## src/rtl/cpu_pkg.sv

```systemverilog
// Shared types for the CPU clock controller.
// FSM state encoding and speed-select codes.
package cpu_pkg;

  typedef enum logic [1:0] {
    S_STOP = 2'b00,
    S_RUN  = 2'b01,
    S_STEP = 2'b10,
    S_HALT = 2'b11
  } state_t;

  localparam logic [1:0] SPD_1X  = 2'd0;
  localparam logic [1:0] SPD_4X  = 2'd1;
  localparam logic [1:0] SPD_16X = 2'd2;
  localparam logic [1:0] SPD_64X = 2'd3;

endpackage

```

## src/rtl/cpu_clock_ctrl_btn_debounce.sv

```systemverilog
// Push-button conditioner: 2-flop sync, stability filter, rise pulse.
// Ports: CLK, CLRn, btn (raw), step_req (1-cycle pulse on debounced press).
module btn_debounce #(
  parameter int DB_CYCLES = 1_000_000
) (
  input  logic CLK,
  input  logic CLRn,
  input  logic btn,
  output logic step_req
);

  localparam int CW = $clog2(DB_CYCLES + 1);

  logic          s1;
  logic          s2;
  logic          level;
  logic          prev;
  logic [CW-1:0] cnt;

  // cnt counts consecutive samples that disagree with the
  // accepted level; any agreeing sample restarts the run.
  always_ff @(posedge CLK or negedge CLRn) begin
    if (!CLRn) begin
      s1       <= 1'b0;
      s2       <= 1'b0;
      level    <= 1'b0;
      prev     <= 1'b0;
      step_req <= 1'b0;
      cnt      <= '0;
    end else begin
      s1       <= btn;
      s2       <= s1;
      prev     <= level;
      step_req <= level & ~prev;
      if (s2 == level) begin
        cnt <= '0;
      end else if (cnt == CW'(DB_CYCLES - 1)) begin
        level <= s2;
        cnt   <= '0;
      end else begin
        cnt <= cnt + 1'b1;
      end
    end
  end

endmodule

```

## src/rtl/cpu_clock_ctrl.sv

```systemverilog
// CPU clock-enable sequencer: free-run, single-step and halt modes.
// Ports: CLK, CLRn, run_sw, step_btn, speed_sel, halt -> cpu_ce, clk_led, state, halted.
import cpu_pkg::*;

module cpu_clock_ctrl #(
  parameter int CNT_W     = 28,
  parameter int TICK_DIV  = 50_000_000,
  parameter int DB_CYCLES = 1_000_000
) (
  input  logic       CLK,
  input  logic       CLRn,
  input  logic       run_sw,
  input  logic       step_btn,
  input  logic [1:0] speed_sel,
  input  logic       halt,
  output logic       cpu_ce,
  output logic       clk_led,
  output logic [1:0] state,
  output logic       halted
);

  localparam logic [CNT_W-1:0] DIV = CNT_W'(TICK_DIV);

  logic             run_s1;
  logic             run_sync;
  logic             step_req;
  state_t           state_q;
  state_t           state_n;
  logic [CNT_W-1:0] presc;
  logic [CNT_W-1:0] presc_n;
  logic [CNT_W-1:0] lim_raw;
  logic [CNT_W-1:0] limit;
  logic             ce_n;

  btn_debounce #(
    .DB_CYCLES(DB_CYCLES)
  ) u_step_db (
    .CLK     (CLK),
    .CLRn    (CLRn),
    .btn     (step_btn),
    .step_req(step_req)
  );

  // Fast speeds can shift the divider to zero; clamp to one
  // so the CPU then steps every cycle.
  always_comb begin
    lim_raw = DIV >> {speed_sel, 1'b0};
    limit   = (lim_raw == '0) ? CNT_W'(1) : lim_raw;
  end

  // >= rather than == so a lowered limit ticks at once.
  always_comb begin
    state_n = state_q;
    presc_n = '0;
    ce_n    = 1'b0;
    unique case (state_q)
      S_STOP: begin
        if (halt)          state_n = S_HALT;
        else if (run_sync) state_n = S_RUN;
        else if (step_req) state_n = S_STEP;
      end
      S_RUN: begin
        if (halt)
          state_n = S_HALT;
        else if (!run_sync)
          state_n = S_STOP;
        else if (presc >= limit - CNT_W'(1))
          ce_n = 1'b1;
        else
          presc_n = presc + CNT_W'(1);
      end
      S_STEP: begin
        state_n = halt ? S_HALT : S_STOP;
      end
      S_HALT: begin
        state_n = S_HALT;
      end
    endcase
    if (state_n == S_STEP) ce_n = 1'b1;
  end

  always_ff @(posedge CLK or negedge CLRn) begin
    if (!CLRn) begin
      run_s1   <= 1'b0;
      run_sync <= 1'b0;
      state_q  <= S_STOP;
      presc    <= '0;
      cpu_ce   <= 1'b0;
      clk_led  <= 1'b0;
      halted   <= 1'b0;
    end else begin
      run_s1   <= run_sw;
      run_sync <= run_s1;
      state_q  <= state_n;
      presc    <= presc_n;
      cpu_ce   <= ce_n;
      clk_led  <= clk_led ^ ce_n;
      halted   <= (state_n == S_HALT);
    end
  end

  assign state = state_q;

endmodule
```

## config.mk

```make
export PLATFORM = sky130hd
export DESIGN_NAME = cpu_clock_ctrl
export DESIGN_NICKNAME = d
export VERILOG_FILES = /design/src/rtl/cpu_pkg.sv /design/src/rtl/cpu_clock_ctrl_btn_debounce.sv /design/src/rtl/cpu_clock_ctrl.sv
export SDC_FILE = /design/constraint.sdc
export NUM_CORES = 1
export LEC_CHECK = 0
export ABC_CLOCK_PERIOD_IN_PS = 2400
export BUFFER_PORTS_ARGS = -buffer_cell sky130_fd_sc_hd__clkbuf_2
export CAP_MARGIN = 20
export CORE_UTILIZATION = 30
export CTS_BUF_LIST = sky130_fd_sc_hd__clkbuf_4
export CTS_CLUSTER_DIAMETER = 150
export DETAILED_ROUTE_END_ITERATION = 8
export PLACE_DENSITY_LB_ADDON = 0.1
export SLEW_MARGIN = 10
export SYNTH_ARGS = -nofsm -noshare
export SYNTH_HDL_FRONTEND = slang
export SYNTH_SLANG_ARGS = --single-unit
```

## constraint.sdc

```tcl
create_clock -name CLK -period 2.4 [get_ports CLK]
set_input_delay 0 -clock CLK [delete_from_list [all_inputs] [get_ports CLK]]
set_output_delay 0 -clock CLK [all_outputs]
set_load 0.01 [all_outputs]
```

==> results list <==
- Element type at the critical path start: register
- The worst register-to-register path begins at presc[13]$_DFF_PN0_.
- Area growth from synthesis to final layout: 12.3%
* Setup repair after global routing missed its margin: false
* Number of hold-slack violations in the final timing report: 0
* Leading cell type in the layout, fill and taps excluded: sky130_fd_sc_hd__dfrtp_1
* Syn Inst Count: around 330
- Power density relative to cell area: 451 nW/um2
- For met3 alone, demand over resource in global routing was 0.0373.
- Count of filler cells inserted in the layout: 1130
* Largest net degree at the start of global routing: just over 60
- For this run, the number of standard cells in the final layout without fillers is just over 500.
* Max-slew violation total from the final report: 0
- Maximum clock frequency: 473 MHz
* Grt total ovfl: 0
- The repair_antennas step left the layout with diodes totalling 0.
- Avg WL per Cell: approximately 13 um
- Worst rel slew slack: 0.472
* Total of max-cap violations: 0
- Dividing the final minimum period by the clock period gives 0.882.
- The synthesized netlist contains between 40 and 50 unique library cells.
* Sequential fraction of the synthesis area: 0.435
* Antenna violations before repair: 0
- At the end of routability-driven placement, the weighted congestion stood at roughly 0.7.
- In the final layout, the multi-input gates occupy around 1900 um2.
* CTS H-tree lvls: 3
- Global-route met1 utilization: 0.151
- Summing all flip-flop and latch instances after layout gives between 1500 and 2000 um2.
- Top library cells by usage in the layout, fill and taps aside: sky130_fd_sc_hd__dfrtp_1, sky130_fd_sc_hd__nor2_1, sky130_fd_sc_hd__ha_1
* DP Wirelength: between 4 and 5 mm
* Clock input transition at the sequential cells of the worst setup and hold paths: about 0.11 ns
- In the global route stage, overall resource usage came out at 0.126.
- Beginning of the worst hold path: step_btn
- Share of synthesized registers carrying an async set or reset: 1.00
- The min-delay analysis places its worst path in the category in -> reg.
* Num ports: 12
* Setup skew after layout: roughly 0.009 ns
- Dividing the synthesized area by the synthesized cell count gives roughly 10 um2.
* CP Capture Type: register
- Height of the die: ~110 um
- Number of global-route vias before repair: between 2000 and 2500
* Peak fanout along the critical path: 16
- Die outline width: 109 um
* TritonCTS clock tree: yes
- Buffers inserted during clock tree synthesis total 9.
* Flops & latches, synth: 60
- Count of endpoints failing setup in the final report: 0
* Clock insertion delay at the later pin of the skew report: about 0.40 ns
* Final routed wirelength across all metal layers: 6.61 mm
* Clock Tree Buf Depth: 2
- For this run, design rule violations remaining after detail routing come to 0.
- In this run the cell area of the synthesized design comes to ~3500 um2.
* Proportion of layout cells with a drive suffix above 1: 0.168
- Adding up every negative setup slack in the final design gives 0 ns.
- Global-route wire length before repair: about 11 mm
- Number of nets with antenna violations after detailed routing: 0
* Result of the run: complete, no violations
- In this run the tool buffered the top-level ports with 11 buffer cells.
- Transition time of the tightest slew-check pin: a little under 0.8 ns
- Row generation in the floorplan step produced 38 rows.
- After clock tree synthesis, the setup repair step added 0 buffers.
* Root Buffer Master: sky130_fd_sc_hd__clkbuf_4
- Type of the setup path with the least slack: reg -> reg
- Number of placed instances with taps included: just under 500
* Initial core utilization: 0.313
- The layer flagged by global routing as most heavily used is met2.
- Pre-CTS setup slack: ~0.098 ns
- The first detailed-routing pass took 3 iterations.
- Area of the core: roughly 11000 um2
* Total via count in the routed design: 2317
* Commonest register cell after synthesis: sky130_fd_sc_hd__dfrtp_1
* Arrival time of the worst setup path: roughly 2.5 ns
- Required time worst endpoint: 2.74 ns
- Worst setup margin: between 0.2 and 0.3 ns
- The worst-case IR drop observed on VDD is 259 uV.
- Slack of the worst reg-to-reg path: 0.28 ns
- Vias per cell: between 4 and 5
- The analysis attributes to cell leakage a power of 0.00170 uW.
* Warnings from Yosys: 0
* Met2 capacity usage during global routing: 0.214
* Worst setup path startpoint: presc[13]$_DFF_PN0_
- The net count of the finished layout is roughly 400.
- Number of violations reported at the end of detailed-routing iteration 0: roughly 130
- Area of the die: about 12000 um2
- Clock sinks: 60
* Clock period minus worst slack: 2.12 ns
* Number of enable-type register cells in the synthesized netlist: 0
per-stage QoR:
stage                     hold WS (ns)  total power [uW]  utilization  instance area (um2)
after floorplan                 -0.296              1080            -                 3460
after global placement           0.110              1130        0.337                 3720
after detailed placement         0.110              1130        0.337                 3720
after CTS                        0.198              1800        0.352                 3880
after global routing             0.204              1840        0.352                 3880
final                            0.238              1750        0.352                 3880
routing by layer:
metal  vias to the layer above  part of all wire
met5                         -                 0
met4                         0             0.017
met3                         8             0.019
met2                        15              0.48
met1                      1094              0.48
li1                       1200                 -
cell families (layout without fill, tap and decap cells):
kind of cell             count (synthesis)  in the layout  share of synthesized area
multiplexers                             2              2                    0.00616
buffers and inverters                   15             49                     0.0279
AND/OR/NAND/NOR                        149            149                      0.252
adder cells (fa/ha/maj)                 30             30                      0.109
other                                    2              4                    0.00217
flip-flops                              60             60                      0.435
AO/OA/AOI/OAI                           30             30                     0.0543
XOR/XNOR                                45             45                      0.114
registers in the layout (all words and copies together) (netlist names):
name                cells
clk_led                 1
u_step_db.s2            1
u_step_db.level         1
presc                  28
u_step_db.cnt          20
u_step_db.step_req      1
u_step_db.prev          1
u_step_db.s1            1
run_s1                  1
halted                  1
cpu_ce                  1
run_sync                1
state                   2
worst max-delay path: stages (launching register included):
cell                        delay, ns
sky130_fd_sc_hd__dfrtp_1         0.45
sky130_fd_sc_hd__ha_1            0.33
sky130_fd_sc_hd__a21o_1          0.16
sky130_fd_sc_hd__a21oi_1         0.14
sky130_fd_sc_hd__a2bb2oi_1       0.22
sky130_fd_sc_hd__o21ai_2         0.11
sky130_fd_sc_hd__a211o_2         0.33
sky130_fd_sc_hd__buf_12          0.19
sky130_fd_sc_hd__nor2_1          0.11
cells in the mapped netlist (2+ instances only):
master	n	area share
sky130_fd_sc_hd__buf_12	2	0.012
sky130_fd_sc_hd__nand3_1	22	0.032
sky130_fd_sc_hd__nor2_4	18	0.059
sky130_fd_sc_hd__clkbuf_1	2	0.0022
sky130_fd_sc_hd__a21o_1	3	0.0065
sky130_fd_sc_hd__nand2_1	24	0.026
sky130_fd_sc_hd__o21ai_0	5	0.0072
sky130_fd_sc_hd__xor2_1	24	0.061
sky130_fd_sc_hd__ha_1	30	0.11
sky130_fd_sc_hd__nand4_1	8	0.014
sky130_fd_sc_hd__nor2_2	2	0.0036
sky130_fd_sc_hd__xnor2_1	21	0.053
sky130_fd_sc_hd__and3_1	13	0.024
sky130_fd_sc_hd__and4_1	5	0.013
sky130_fd_sc_hd__dfrtp_1	60	0.43
sky130_fd_sc_hd__nor2_1	44	0.048
sky130_fd_sc_hd__a21oi_1	12	0.017
sky130_fd_sc_hd__conb_1	2	0.0022
sky130_fd_sc_hd__nor3_1	3	0.0043
sky130_fd_sc_hd__o21ai_1	3	0.0043
sky130_fd_sc_hd__inv_1	10	0.011
timing repair:
| item | 4_1_cts | 5_1_grt |
|---|---|---|
| gates resized for setup | 0 | 0 |
| hold buffers | 4 | 0 |
| hold endpoints to repair | 66 | 0 |
cell type report:
type / instances / share of cell area
flip-flops and latches: 60 / 0.387
inverters: 10 / 0.00968
multi-input cells: 260 / 0.481
clock buffers: 9 / 0.0174
well taps: 140 / 0.0452
repair buffers: 23 / 0.0465
clock inverters: 7 / 0.0132
final timing paths:
| check | to | depth (start not counted) |
|---|---|---|
| max in group asynchronous | presc[13]$_DFF_PN0_ | 3 |
| hold reg to reg | run_sync$_DFF_PN0_ | 0 |
| setup reg to reg | presc[3]$_DFF_PN0_ | 8 |
| hold / removal | u_step_db.s1$_DFF_PN0_ | 2 |
| setup / recovery | presc[3]$_DFF_PN0_ | 8 |
| min in group asynchronous | presc[6]$_DFF_PN0_ | 3 |
power by group:
part / switching, uW / total [uW] / leakage, uW / internal (uW)
combinational: 56.9 / 86.4 / 0.000836 / 29.5
clock: 422 / 639 / 0.0000627 / 217
sequential: 5.35 / 1020 / 0.000806 / 1020
total: 484 / 1750 / 0.00170 / 1260
No activity file was read; power rests on OpenSTA's default activity.
